**src/rtl/vga_rect_sequencer.sv**
```systemverilog
// Rectangle overlay sequencer: arbitrates two descriptor writers into a shadow set, commits it to the live set at frame end, and renders pixels from the live set.
// Latency: pixel colour is registered 1 cycle after i_pix_stb; a commit takes N_RECT cycles after the frame_end edge.
// Backpressure: both ready outputs are 0 during COMMIT; in RUN one valid requester per cycle is granted, round-robin when both are valid.
module vga_rect_sequencer #(
    parameter int N_RECT = 4,
    localparam int IDX_W  = (N_RECT > 1) ? $clog2(N_RECT) : 1,
    localparam int RECT_W = 41
) (
    input  logic              i_clk,
    input  logic              i_rst,
    input  logic              i_pix_stb,
    input  logic [9:0]        i_x,
    input  logic [8:0]        i_y,
    input  logic              i_blank,
    input  logic              i_frame_end,
    input  logic              i_a_valid,
    input  logic [IDX_W-1:0]  i_a_idx,
    input  logic [RECT_W-1:0] i_a_data,
    input  logic              i_b_valid,
    input  logic [IDX_W-1:0]  i_b_idx,
    input  logic [RECT_W-1:0] i_b_data,
    output logic              o_a_ready,
    output logic              o_b_ready,
    output logic              o_busy,
    output logic              o_commit_done,
    output logic              o_r,
    output logic              o_g,
    output logic              o_b
);

    typedef struct packed {
        logic [9:0] x0;
        logic [8:0] y0;
        logic [9:0] x1;
        logic [8:0] y1;
        logic [2:0] rgb;
    } rect_t;

    typedef enum logic {
        ST_RUN    = 1'b0,
        ST_COMMIT = 1'b1
    } state_t;

    localparam logic [IDX_W-1:0] LAST_IDX = IDX_W'(N_RECT - 1);

    state_t              state_q, state_d;
    logic [IDX_W-1:0]    cnt_q, cnt_d;
    logic                prefer_b_q, prefer_b_d;
    rect_t               shadow_q [N_RECT];
    rect_t               shadow_d [N_RECT];
    rect_t               live_q   [N_RECT];
    rect_t               live_d   [N_RECT];
    logic [N_RECT-1:0]   dirty_q, dirty_d;
    logic [2:0]          rgb_q, rgb_d;
    logic [2:0]          hit_rgb;
    logic                run;
    logic                a_fire;
    logic                b_fire;

    assign run           = (state_q == ST_RUN);
    assign a_fire        = i_a_valid & o_a_ready;
    assign b_fire        = i_b_valid & o_b_ready;
    assign o_busy        = (state_q == ST_COMMIT);
    assign o_commit_done = (state_q == ST_COMMIT) && (cnt_q == LAST_IDX);
    assign o_r           = rgb_q[2];
    assign o_g           = rgb_q[1];
    assign o_b           = rgb_q[0];

    // Grant: a lone valid requester wins; on contention the one not granted last time wins.
    always_comb begin
        o_a_ready = 1'b0;
        o_b_ready = 1'b0;
        if (run) begin
            if (i_a_valid && (!i_b_valid || !prefer_b_q)) begin
                o_a_ready = 1'b1;
            end else if (i_b_valid) begin
                o_b_ready = 1'b1;
            end
        end
    end

    // Shadow writes, round-robin pointer, and the RUN/COMMIT sequencer that copies dirty entries to live.
    always_comb begin
        state_d    = state_q;
        cnt_d      = cnt_q;
        prefer_b_d = prefer_b_q;
        shadow_d   = shadow_q;
        live_d     = live_q;
        dirty_d    = dirty_q;

        if (a_fire) begin
            shadow_d[i_a_idx] = rect_t'(i_a_data);
            dirty_d[i_a_idx]  = 1'b1;
            prefer_b_d        = 1'b1;
        end else if (b_fire) begin
            shadow_d[i_b_idx] = rect_t'(i_b_data);
            dirty_d[i_b_idx]  = 1'b1;
            prefer_b_d        = 1'b0;
        end

        case (state_q)
            ST_RUN: begin
                // dirty_d includes a write landing on the same edge as frame_end
                if (i_frame_end && (|dirty_d)) begin
                    state_d = ST_COMMIT;
                    cnt_d   = '0;
                end
            end
            ST_COMMIT: begin
                if (dirty_q[cnt_q]) begin
                    live_d[cnt_q]  = shadow_q[cnt_q];
                    dirty_d[cnt_q] = 1'b0;
                end
                if (cnt_q == LAST_IDX) begin
                    state_d = ST_RUN;
                end else begin
                    cnt_d = cnt_q + 1'b1;
                end
            end
            default: state_d = ST_RUN;
        endcase
    end

    // Hit test over the live set; iterating downward lets the lowest index win.
    always_comb begin
        hit_rgb = 3'b000;
        for (int i = N_RECT - 1; i >= 0; i--) begin
            if ((i_x > live_q[i].x0) && (i_x < live_q[i].x1) &&
                (i_y > live_q[i].y0) && (i_y < live_q[i].y1)) begin
                hit_rgb = live_q[i].rgb;
            end
        end
        rgb_d = rgb_q;
        if (i_pix_stb) begin
            rgb_d = i_blank ? 3'b000 : hit_rgb;
        end
    end

    // State registers; reset also discards any partially committed live set.
    always_ff @(posedge i_clk or posedge i_rst) begin
        if (i_rst) begin
            state_q    <= ST_RUN;
            cnt_q      <= '0;
            prefer_b_q <= 1'b0;
            shadow_q   <= '{default: '0};
            live_q     <= '{default: '0};
            dirty_q    <= '0;
            rgb_q      <= 3'b000;
        end else begin
            state_q    <= state_d;
            cnt_q      <= cnt_d;
            prefer_b_q <= prefer_b_d;
            shadow_q   <= shadow_d;
            live_q     <= live_d;
            dirty_q    <= dirty_d;
            rgb_q      <= rgb_d;
        end
    end

endmodule

```
**config.mk**
```make
export PLATFORM = sky130hd
export DESIGN_NAME = vga_rect_sequencer
export DESIGN_NICKNAME = d
export VERILOG_FILES = /design/src/rtl/vga_rect_sequencer.sv
export SDC_FILE = /design/constraint.sdc
export NUM_CORES = 1
export LEC_CHECK = 0
export ABC_AREA = 1
export CORE_MARGIN = 2
export CORE_UTILIZATION = 25
export DETAILED_ROUTE_END_ITERATION = 8
export HOLD_SLACK_MARGIN = 0.02
export PLACE_DENSITY_LB_ADDON = 0.3
export RECOVER_POWER = 25
export SETUP_SLACK_MARGIN = 0.5
export SYNTH_ARGS = -nofsm -noshare
export SYNTH_HDL_FRONTEND = slang
export SYNTH_SLANG_ARGS = --single-unit
```
**constraint.sdc**
```tcl
create_clock -name i_clk -period 13.69 [get_ports i_clk]
set_input_delay 2.0535 -clock i_clk [delete_from_list [all_inputs] [get_ports i_clk]]
set_output_delay 2.0535 -clock i_clk [all_outputs]
set_load 0.02 [all_outputs]
```
Yosys cells after proc, flatten, opt, wreduce, memory -nomap -nowiden

Index checks and enable logic that the tools add are counted.

$add $sub $neg: 1
$mul: 0
Div/mod/pow operators: 0
Order comparisons: 28
Equal/unequal tests: 3
Shifts and indexed selects: 0
Muxes and demuxes: 44
Bitwise logic cells: 10
Reductions and logical operators: 28

Operators with widths:

| kind                                                              | count |
|---|---|
| bitwise mux 164 bit                                               | 3 |
| 2-to-1 mux 164 bit                                                | 2 |
| demux 41 bit (select 2 bit)                                       | 3 |
| 2-to-1 mux 41 bit                                                 | 5 |
| binary-select mux 41 bit (select 2 bit)                           | 1 |
| > comparator 10 bit                                               | 4 |
| less-than comparator 10 bit                                       | 4 |
| > comparator 9 bit                                                | 4 |
| less-than comparator 9 bit                                        | 4 |
| logical AND 1 bit                                                 | 21 |
| 2-to-1 mux 4 bit                                                  | 4 |
| 2-to-1 mux 3 bit                                                  | 5 |
| 2-to-1 mux 1 bit                                                  | 13 |
| greater-or-equal comparator 3 bit, second input constant          | 3 |
| less-than comparator 2 x 3 -> 1 bit, second input constant        | 3 |
| less-than comparator 3 x 1 -> 1 bit, second input constant        | 3 |
| NOT 2 -> 3 bit                                                    | 3 |
| OR 4 bit                                                          | 2 |
| demux 1 bit (select 2 bit)                                        | 3 |
| greater-or-equal comparator 2 x 1 -> 1 bit, second input constant | 3 |
| AND 4 bit                                                         | 1 |
| 2-to-1 mux 2 bit                                                  | 2 |
| NOT 4 bit                                                         | 1 |
| case mux 2 bit (2 select lines)                                   | 1 |
| 13 further kinds                                                  | 16 |

Register bits after elaboration: 339
Bits in latches: 0
RAM bits: 0
Bits in read-only memories: 0
Bits of input ports: 112
Output and inout bits: 7
Memories: 0

Longest topological paths before layout

Gate-level depths: netlist (run 1).

Depth after elaboration: 12
Depth in mapped cells: 17
Mapped depth without buffers: 17

Worst setup path after synthesis (run 1)

OpenSTA, ideal clock, no wires.

Path kind: in2out
From: input port i_a_valid
To: output port o_b_ready
Data arrival time: 2.569 ns
Data required time: 11.637 ns
Path slack: 9.068 ns
Stages on the path: 4
Path through: a21boi_2 nor2_1 nand2_1 inv_1

Longest elaborated chain between the ends: 3

RTL lines:

| what               | RTL line | source |
|---|---|---|
| start: declaration | 16       | `input logic i_a_valid,` |
| logical AND 1 bit  | 74       | `if (i_a_valid && (!i_b_valid \|\| !prefer_b_q)) begin` |
| 2-to-1 mux 1 bit   | 74       |  |
| 2-to-1 mux 1 bit   | 73       | `if (run) begin` |
| end: declaration   | 23       | `output logic o_b_ready,` |

No other way between the ends.

Worst setup path after layout (run 1)

From: register cnt_q[0]
To: register live_q[31] (netlist bit)

Longest elaborated chain between the ends: 6
Elaborated cells on any way between the ends: 13

RTL lines:

| what                                                                                                                  | RTL line | source |
|---|---|---|
| start: declaration                                                                                                    | 47       | `logic [IDX_W-1:0] cnt_q, cnt_d;` |
| start signal: assignment                                                                                              | 151      | `cnt_q <= cnt_d;` |
| NOT 2 -> 3 bit (implied by the code)                                                                                  | 111      | `live_d[cnt_q] = shadow_q[cnt_q];` |
| greater-or-equal comparator 3 bit (implied by the code) / less-than comparator 3 x 1 -> 1 bit (equally long branches) | 111      |  |
| logical AND 1 bit (implied by the code)                                                                               | 111      |  |
| 2-to-1 mux 41 bit (implied by the code)                                                                               | 111      |  |
| demux 41 bit (select 2 bit)                                                                                           | 111      |  |
| bitwise mux 164 bit                                                                                                   | 111      |  |
| end signal: assignment                                                                                                | 154      | `live_q <= live_d;` |
| end: declaration                                                                                                      | 51       | `rect_t live_q [N_RECT];` |

Several ways; a longest one is shown, not always the timed one. The select of a mux whose other input is x is not followed.
A chain may end at the register's enable or synchronous reset.

==> results of run 1 <==
-- metrics by stage --
step / std cells / hold WS [ns] / util, % / total power, W / instance area (um2)
finish: 3342 / 0.484 / 29.9 / 0.00483 / 22200
global route: 3341 / 0.503 / 29.9 / 0.00524 / 22200
CTS: 3341 / 0.487 / 30.0 / 0.00487 / 22300
detailed placement: 3268 / 0.470 / 28.1 / 0.00370 / 20900
global placement: 3268 / 0.470 / 28.1 / 0.00367 / 20900
floorplan: 2281 / 0.449 / - / 0.00300 / 18800
-- per-layer routing --
layer | vias to the layer above | GRT usage (%) | routed length (um)
met5 | - | 0 | 34
met4 | 6 | 3.10 | 986
met3 | 81 | 2.45 | 3430
met2 | 414 | 24.0 | 26700
met1 | 7615 | 23.2 | 29500
li1 | 7846 | - | -
-- layout make-up --
cell class	count	area, um2	share of cell area [%]
multi-input combinational	1590	8910	40.1
tap	969	1210	5.45
inverter	229	861	3.87
timing repair buffer	141	1360	6.09
sequential	339	8480	38.2
clock buffer	58	1200	5.40
clock inverter	15	210	0.945
antenna	1	2.50	0.0113
-- cell usage after synthesis --
master / count
a21oi_1: 218
o21bai_1: 7
nand4_1: 23
a21oi_2: 1
o21ai_0: 237
inv_1: 222
o211ai_1: 2
nor3_4: 3
nor3b_1: 1
o22ai_1: 41
clkinv_1: 3
a22oi_1: 164
or2_2: 1
nand3_1: 29
a21o_1: 6
dfrtp_1: 339
nor3_1: 4
a21boi_2: 1
o21ai_1: 12
nand2_1: 360
a21oi_4: 1
clkbuf_1: 86
o21a_1: 11
nand2_4: 1
nor4_1: 1
nand3b_1: 3
buf_2: 37
mux2_2: 6
ha_1: 148
nor2_1: 308
nor2_2: 1
inv_2: 4
-- cell usage in the layout (no fill, tap or decap), types with 4 or more instances in the layout --
cell,netlist,routed
buf_4,0,19
nand4_1,23,23
a21oi_1,218,218
clkbuf_16,0,41
o22ai_1,41,41
clkbuf_8,0,11
nand2_1,360,360
nor3_1,4,4
o21bai_1,7,7
clkinv_2,0,7
a21o_1,6,6
o21ai_0,237,239
o21a_1,11,10
nor2_1,308,308
ha_1,148,148
mux2_2,6,6
o21ai_1,12,10
clkbuf_1,86,9
clkdlybuf4s50_1,0,117
bufinv_16,0,5
dfrtp_1,339,338
inv_1,222,223
nand3_1,29,29
a22oi_1,164,164
-- power by group through the flow --
stage / Combinational, W / Sequential (W) / Clock, W
2_1_floorplan: 0.00136 / 0.00164 / 0
3_3_place_gp: 0.00198 / 0.00169 / 0
3_5_place_dp: 0.00201 / 0.00169 / 0
4_1_cts: 0.00202 / 0.00168 / 0.00117
5_1_grt: 0.00229 / 0.00173 / 0.00122
6_report: 0.00200 / 0.00168 / 0.00115
-- worst max-delay path: cells and delay by family, from the launching register on --
family	cells	cell delay, ns
muxes	1	0.49
DFF	1	0.44
buffers and inverters	3	5.06
and+or+nand+nor	2	0.39
AOI/OAI and AO/OA	2	0.31
-- how the worst max path moves through the flow --
stage / startpoint / endpoint / cells past startpoint
5_1_grt: i_rst / live_q[122]$_DFFE_PP0P_ / 4
4_1_cts: i_b_valid / o_b_ready / 6
2_1_floorplan: i_rst / cnt_q[0]$_DFFE_PP0P_ / 1
3_5_place_dp: i_b_valid / o_b_ready / 6
6_report: cnt_q[0]$_DFFE_PP0P_ / live_q[31]$_DFFE_PP0P_ / 8
3_3_place_gp: i_b_valid / o_b_ready / 6
-- state kept, by name, indices dropped and copies added (netlist names) --
register / count
dirty_q: 4
o_busy: 1
shadow_q: 164
prefer_b_q: 1
live_q: 164
rgb_q: 3
cnt_q: 2
-- cells by family after synthesis --
| logic type | Yosys count |
|---|---|
| muxes | 6 |
| AOI/OAI and AO/OA | 701 |
| and+or+nand+nor | 735 |
| adders and majority gates | 148 |
| DFF | 339 |
| buffers and inverters | 352 |
==> run summary, run 1 <==
Core Area = 74,300 um2
Slew HR = -228%
Worst setup margin = 6.83 ns
Synth top area cells = dfrtp_1 45%, ha_1 9.9%, nand2_1 7.2%, a22oi_1 6.6%, o21ai_0 6.3%
Initial antenna violation count = 3
Switch share = 41.5%
Most used cell, CP = clkbuf_1
Filler cell count in the final layout = 7,978
Via count = 16,000
Hold Path Sink = prefer_b_q$_DFFE_PP0P_
Post-route ant nets = 0
Final Net Count = 2,601
Tcrit/Tclk final = 50.1%
Setup_tns = 0 ns
Final WL = 60,600 um
Final setup viols = 0
R2r endpoint = live_q[31]$_DFFE_PP0P_
Count of pins over their slew limit = 231
DR vias/cell = 4.78
CP endpoint kind = flip-flop
Leak pwr = 9.71 nW
Synth area leader = dfrtp_1
Largest net degree at the start of global routing = 161
Root Buffer = clkbuf_16
Synthesis-to-layout area growth = 18.6%
Worst Skew = 0.0171 ns
Critical-path maximum fanout = 76
CTS Buffer Depth = 3
WS Path Type = flip-flop to flip-flop
Crit path time final = 6.86 ns
Number of buffers added on ports = 118
Synth Cell Area = 18,800 um2
Worst R2R Setup Slack = 6.83 ns
P_sw = 0.00200 W
Post-synthesis mux area share = 0.360%
Max-Cap Viols = 3
CTS tree = built
GRT Residual Overflow = 0
Syn_area_per_cell = 8.22 um2
Hold depth = 2
Worst Path Arrival = 7.29 ns
Crit path launch type = flip-flop
Required time worst endpoint = 14.12 ns
Logic gate share of total power = 41.4%
Pwr dens = 217 nW/um2
Worst slew pin tran = 4.92 ns
Min-delay src = prefer_b_q$_DFFE_PP0P_
Wire length per cell = 18.1 um
Adder-cell share of the synthesized area = 9.88%
Final HPWL DP = 39,200 um
Maximum VDD drop = 0.0000812 V
Post-CTS Setup Bufs = 0
Sequential share of the synthesized area = 45.2%
DRC = 0
HP Class = flip-flop to flip-flop
Status = finished with violations
Synth Area in XOR/XNOR = 0%
Clock Latency Late Sink = 0.56 ns
Hold_buf cts = 0
F_max = 146 MHz
Unrepaired setup endpoints after global routing = false
Die width = 278 um
Place WS = 8.08 ns
Number of synthesized register bits = 339
Global-route wire length before repair = 94,200 um
Cell variety after synth = 32
GRT Overall Usage = 15.7%
Internal power = 0.00282 W
CTS clk-pin slew, worst paths = 0.06 ns
CP cell instances = inv_1 > clkbuf_1 > a21oi_1 > o21ai_0 > nand3_1 > nor2_1 > clkbuf_1 > mux2_2
Syn Nets = 2,541
Row cnt = 100
H-tree depth = 2
R2r startpoint = cnt_q[0]$_DFFE_PP0P_
Gp weighted congestion = 0.778
Vias in the first global route = 15,400
Synth top area share = 45.2%
Die area = 77,200 um2
Total CTS buffers = 40
Die outline height = 278 um
Final hold vios = 0
Synth Area in Simple Gates = 15.6%
Compound-Gate Fraction of Synth Area = 21.6%
Sequential share of power = 34.8%
Clock share of power = 23.8%
Reg2Reg Depth = 8
Crit-path max cell delay = 2.41 ns
DRT iter0 DRCs = 1,206
Warnings from Yosys = 0
Main combinational cell family by area after synthesis = compound AO/OA/AOI/OAI gates
Initial Utilization = 25.2%
CTS Sinks = 339
Layout cells sized above 1 = 4.47%
Top Ports = 119
Post-synthesis cell count = 2,281
CP max stage cell = clkbuf_1
Failing checks = max-capacitance violations, max-slew violations
Drt pass-1 iters = 5
CTS resizes = 0
Note: power is estimated with default switching activity, not from simulation.
==> inputs of run 2 (changes only) <==
- clock period: 13.69 -> 5.76 ns (I/O delays scaled with it)
==> run 2 against run 1 <==
Against the previous run:
- the flow still finishes with violations (max-capacitance violations, max-slew violations)
- register-to-register slack got worse by 4.5 ns
- total power rose by 140%
- non-clock buffer count grew 4
- global-route usage is essentially flat
- largest power group unchanged
==> run summary, run 2 (synthesized netlist as in run 1, its figures left out) <==
Worst slew pin tran = 2.35 ns (-2.57 ns)
Internal power = 0.00672 W (+140%)
Final HPWL DP = 40,000 um (+2.0%)
Register area = 8480 um2 (unchanged)
CTS clk-pin slew, worst paths = 0.06 ns (about the same)
Hold depth = 2 (unchanged)
Wire length per cell = 17.9 um (-1.1%)
WS Path Type = primary input to asynchronous set/reset pin
GRT Overall Usage = 15.7% (+0.028 points)
Pwr dens = 515 nW/um2 (+140%)
Final hold vios = 0 (unchanged)
CTS tree = built
CP endpoint kind = asynchronous set/reset pin
Top Ports = 119 (unchanged)
Total CTS buffers = 41 (+2.5%)
Final setup viols = 0 (unchanged)
Setup_tns = 0 ns (unchanged)
HP Class = flip-flop to flip-flop
Global-route wire length before repair = 94,500 um (+0.29%)
CTS resizes = 0 (unchanged)
Reg2Reg Depth = 11 (+3)
Area of the multi-input gates = 8920 um2 (about the same)
GRT Residual Overflow = 0 (unchanged)
Post-CTS Setup Bufs = 0 (unchanged)
Vias in the first global route = 15,500 (+0.90%)
Die width = 278 um (unchanged)
Crit path launch type = primary input
Slew HR = -56.6% (+170 points)
Leak pwr = 9.73 nW (+0.19%)
R2r endpoint = live_q[135]$_DFFE_PP0P_
Final Net Count = 2,606 (+0.19%)
Initial Utilization = 25.2% (unchanged)
Commonest non-fill, non-tap cell in the layout = nand2_1
CP cell instances = dlygate4sd3_1 > clkinvlp_2 > clkbuf_4
Clock Latency Late Sink = 0.56 ns (about the same)
Failing checks = max-capacitance violations, max-slew violations
Logic gate share of total power = 41.7% (+0.3 points)
P_sw = 0.00477 W (+140%)
Maximum VDD drop = 0.000234 V (+190%)
Crit-path max cell delay = 1.73 ns (-0.68 ns)
Layout cells sized above 1 = 4.76% (+0.29 points)
Unrepaired setup endpoints after global routing = false
Synthesis-to-layout area growth = 18.9%
DRT iter0 DRCs = 1,159 (-3.9%)
Root Buffer = clkbuf_16
Final WL = 60,100 um (-0.94%)
Hold_buf cts = 0 (unchanged)
Critical-path maximum fanout = 161 (+110%)
DRC = 0 (unchanged)
Drt pass-1 iters = 5 (unchanged)
Core Area = 74,300 um2 (unchanged)
Count of pins over their slew limit = 162 (-30%)
Buf/Inv on CP = 3 (unchanged)
Sequential share of power = 34.5% (-0.3 points)
Min-delay src = prefer_b_q$_DFFE_PP0P_
CP max stage cell = clkbuf_4
H-tree depth = 2 (unchanged)
Hold Path Sink = prefer_b_q$_DFFE_PP0P_
CTS Sinks = 339 (unchanged)
Status = finished with violations
Clock share of power = 23.8% (about the same)
Regs by FF count = live_q (164), shadow_q (164), dirty_q (4)
F_max = 262 MHz
Filler cell count in the final layout = 8,000 (+0.28%)
Required time worst endpoint = 5.77 ns (-8.35 ns)
Die area = 77,200 um2 (unchanged)
Post-route ant nets = 0 (unchanged)
Total Power = 0.0115 W (+140%)
CTS Buffer Depth = 3 (unchanged)
Most frequent cells in the layout = 360 x nand2_1, 338 x dfrtp_1, 307 x nor2_1
Top delay family on crit path = buffers and inverters
Switch share = 41.5% (about the same)
Gp weighted congestion = 0.781 (+0.40%)
Worst R2R Setup Slack = 2.29 ns (-4.54 ns)
Largest net degree at the start of global routing = 162 (+0.62%)
Worst Skew = 0.0116 ns (-0.00549 ns)
Die outline height = 278 um (unchanged)
R2r startpoint = cnt_q[0]$_DFFE_PP0P_
Crit path time final = 3.82 ns
Number of buffers added on ports = 118 (unchanged)
Max-Cap Viols = 1 (-2)
Row cnt = 100 (unchanged)
DR vias/cell = 4.74 (-0.76%)
Initial antenna violation count = 1 (-2)
Via count = 15,900 (-0.64%)
Worst Path Arrival = 3.83 ns (-3.46 ns)
Tcrit/Tclk final = 66.3%
[run 2: cell count changes in the layout (fill, tap and decap cells not counted), moves of 2 or more]
cell | before | now
buf_4 | 19 | 23
inv_1 | 223 | 220
inv_2 | 2 | 5
clkbuf_16 | 41 | 43
clkinv_2 | 7 | 5
o21ai_0 | 239 | 237
o21ai_1 | 10 | 12
[run 2: worst min-delay path, cell delays in order, from the launching register on]
cell,delay (ns)
dfrtp_1,0.34
nand2_1,0.05
nand2_1,0.05
[run 2: per-stage QoR]
step	util, %	hold WS [ns]	cell area, um2	setup WS, ns	instances
2_1_floorplan	-	0.449	18800	0.363	2281
3_3_place_gp	28.1	0.467	20900	1.94	3272
3_5_place_dp	28.1	0.471	20900	1.88	3272
4_1_cts	30.0	0.488	22300	2.17	3345
5_1_grt	30.0	0.501	22300	1.32	3345
6_report	30.0	0.481	22300	1.94	3346
[run 2: final cells by class]
class                           count  share of cell area (%)
Timing Repair Buffer              145                    6.30
Clock buffer                       62                    5.60
Antenna cell                        1                  0.0112
Tap cell                          969                    5.44
Sequential cell                   339                    38.1
Inverter                          229                    3.86
Clock inverter                     11                   0.724
Multi-Input combinational cell   1590                    40.0
[run 2: metal layers]
layer	vias to the layer above	global-route usage [%]	part of all wire [%]
li1	7856	-	-
met1	7550	23.3	50
met2	386	23.4	43
met3	68	2.27	5.1
met4	0	4.64	2.5
met5	-	0	0
[run 2: how the worst max path moves through the flow]
stage	start	endpoint	slack [ns]	depth (start not counted)
after floorplan	i_rst	cnt_q[0]$_DFFE_PP0P_	0.36	1
after global placement	i_a_valid	shadow_q[130]$_DFFE_PP0P_	1.94	9
after detailed placement	i_a_valid	shadow_q[126]$_DFFE_PP0P_	1.88	9
after CTS	cnt_q[0]$_DFFE_PP0P_	o_commit_done	2.17	5
after global routing	i_rst	cnt_q[0]$_DFFE_PP0P_	1.32	3
final	i_rst	cnt_q[0]$_DFFE_PP0P_	1.94	3
[run 2: power groups by stage]
stage                     registers (W)  clock network [W]  logic, W
after floorplan                 0.00389                  0   0.00324
after global placement          0.00399                  0   0.00476
after detailed placement        0.00399                  0   0.00481
after CTS                       0.00396            0.00280   0.00483
after global routing            0.00409            0.00290   0.00553
final                           0.00396            0.00274   0.00479
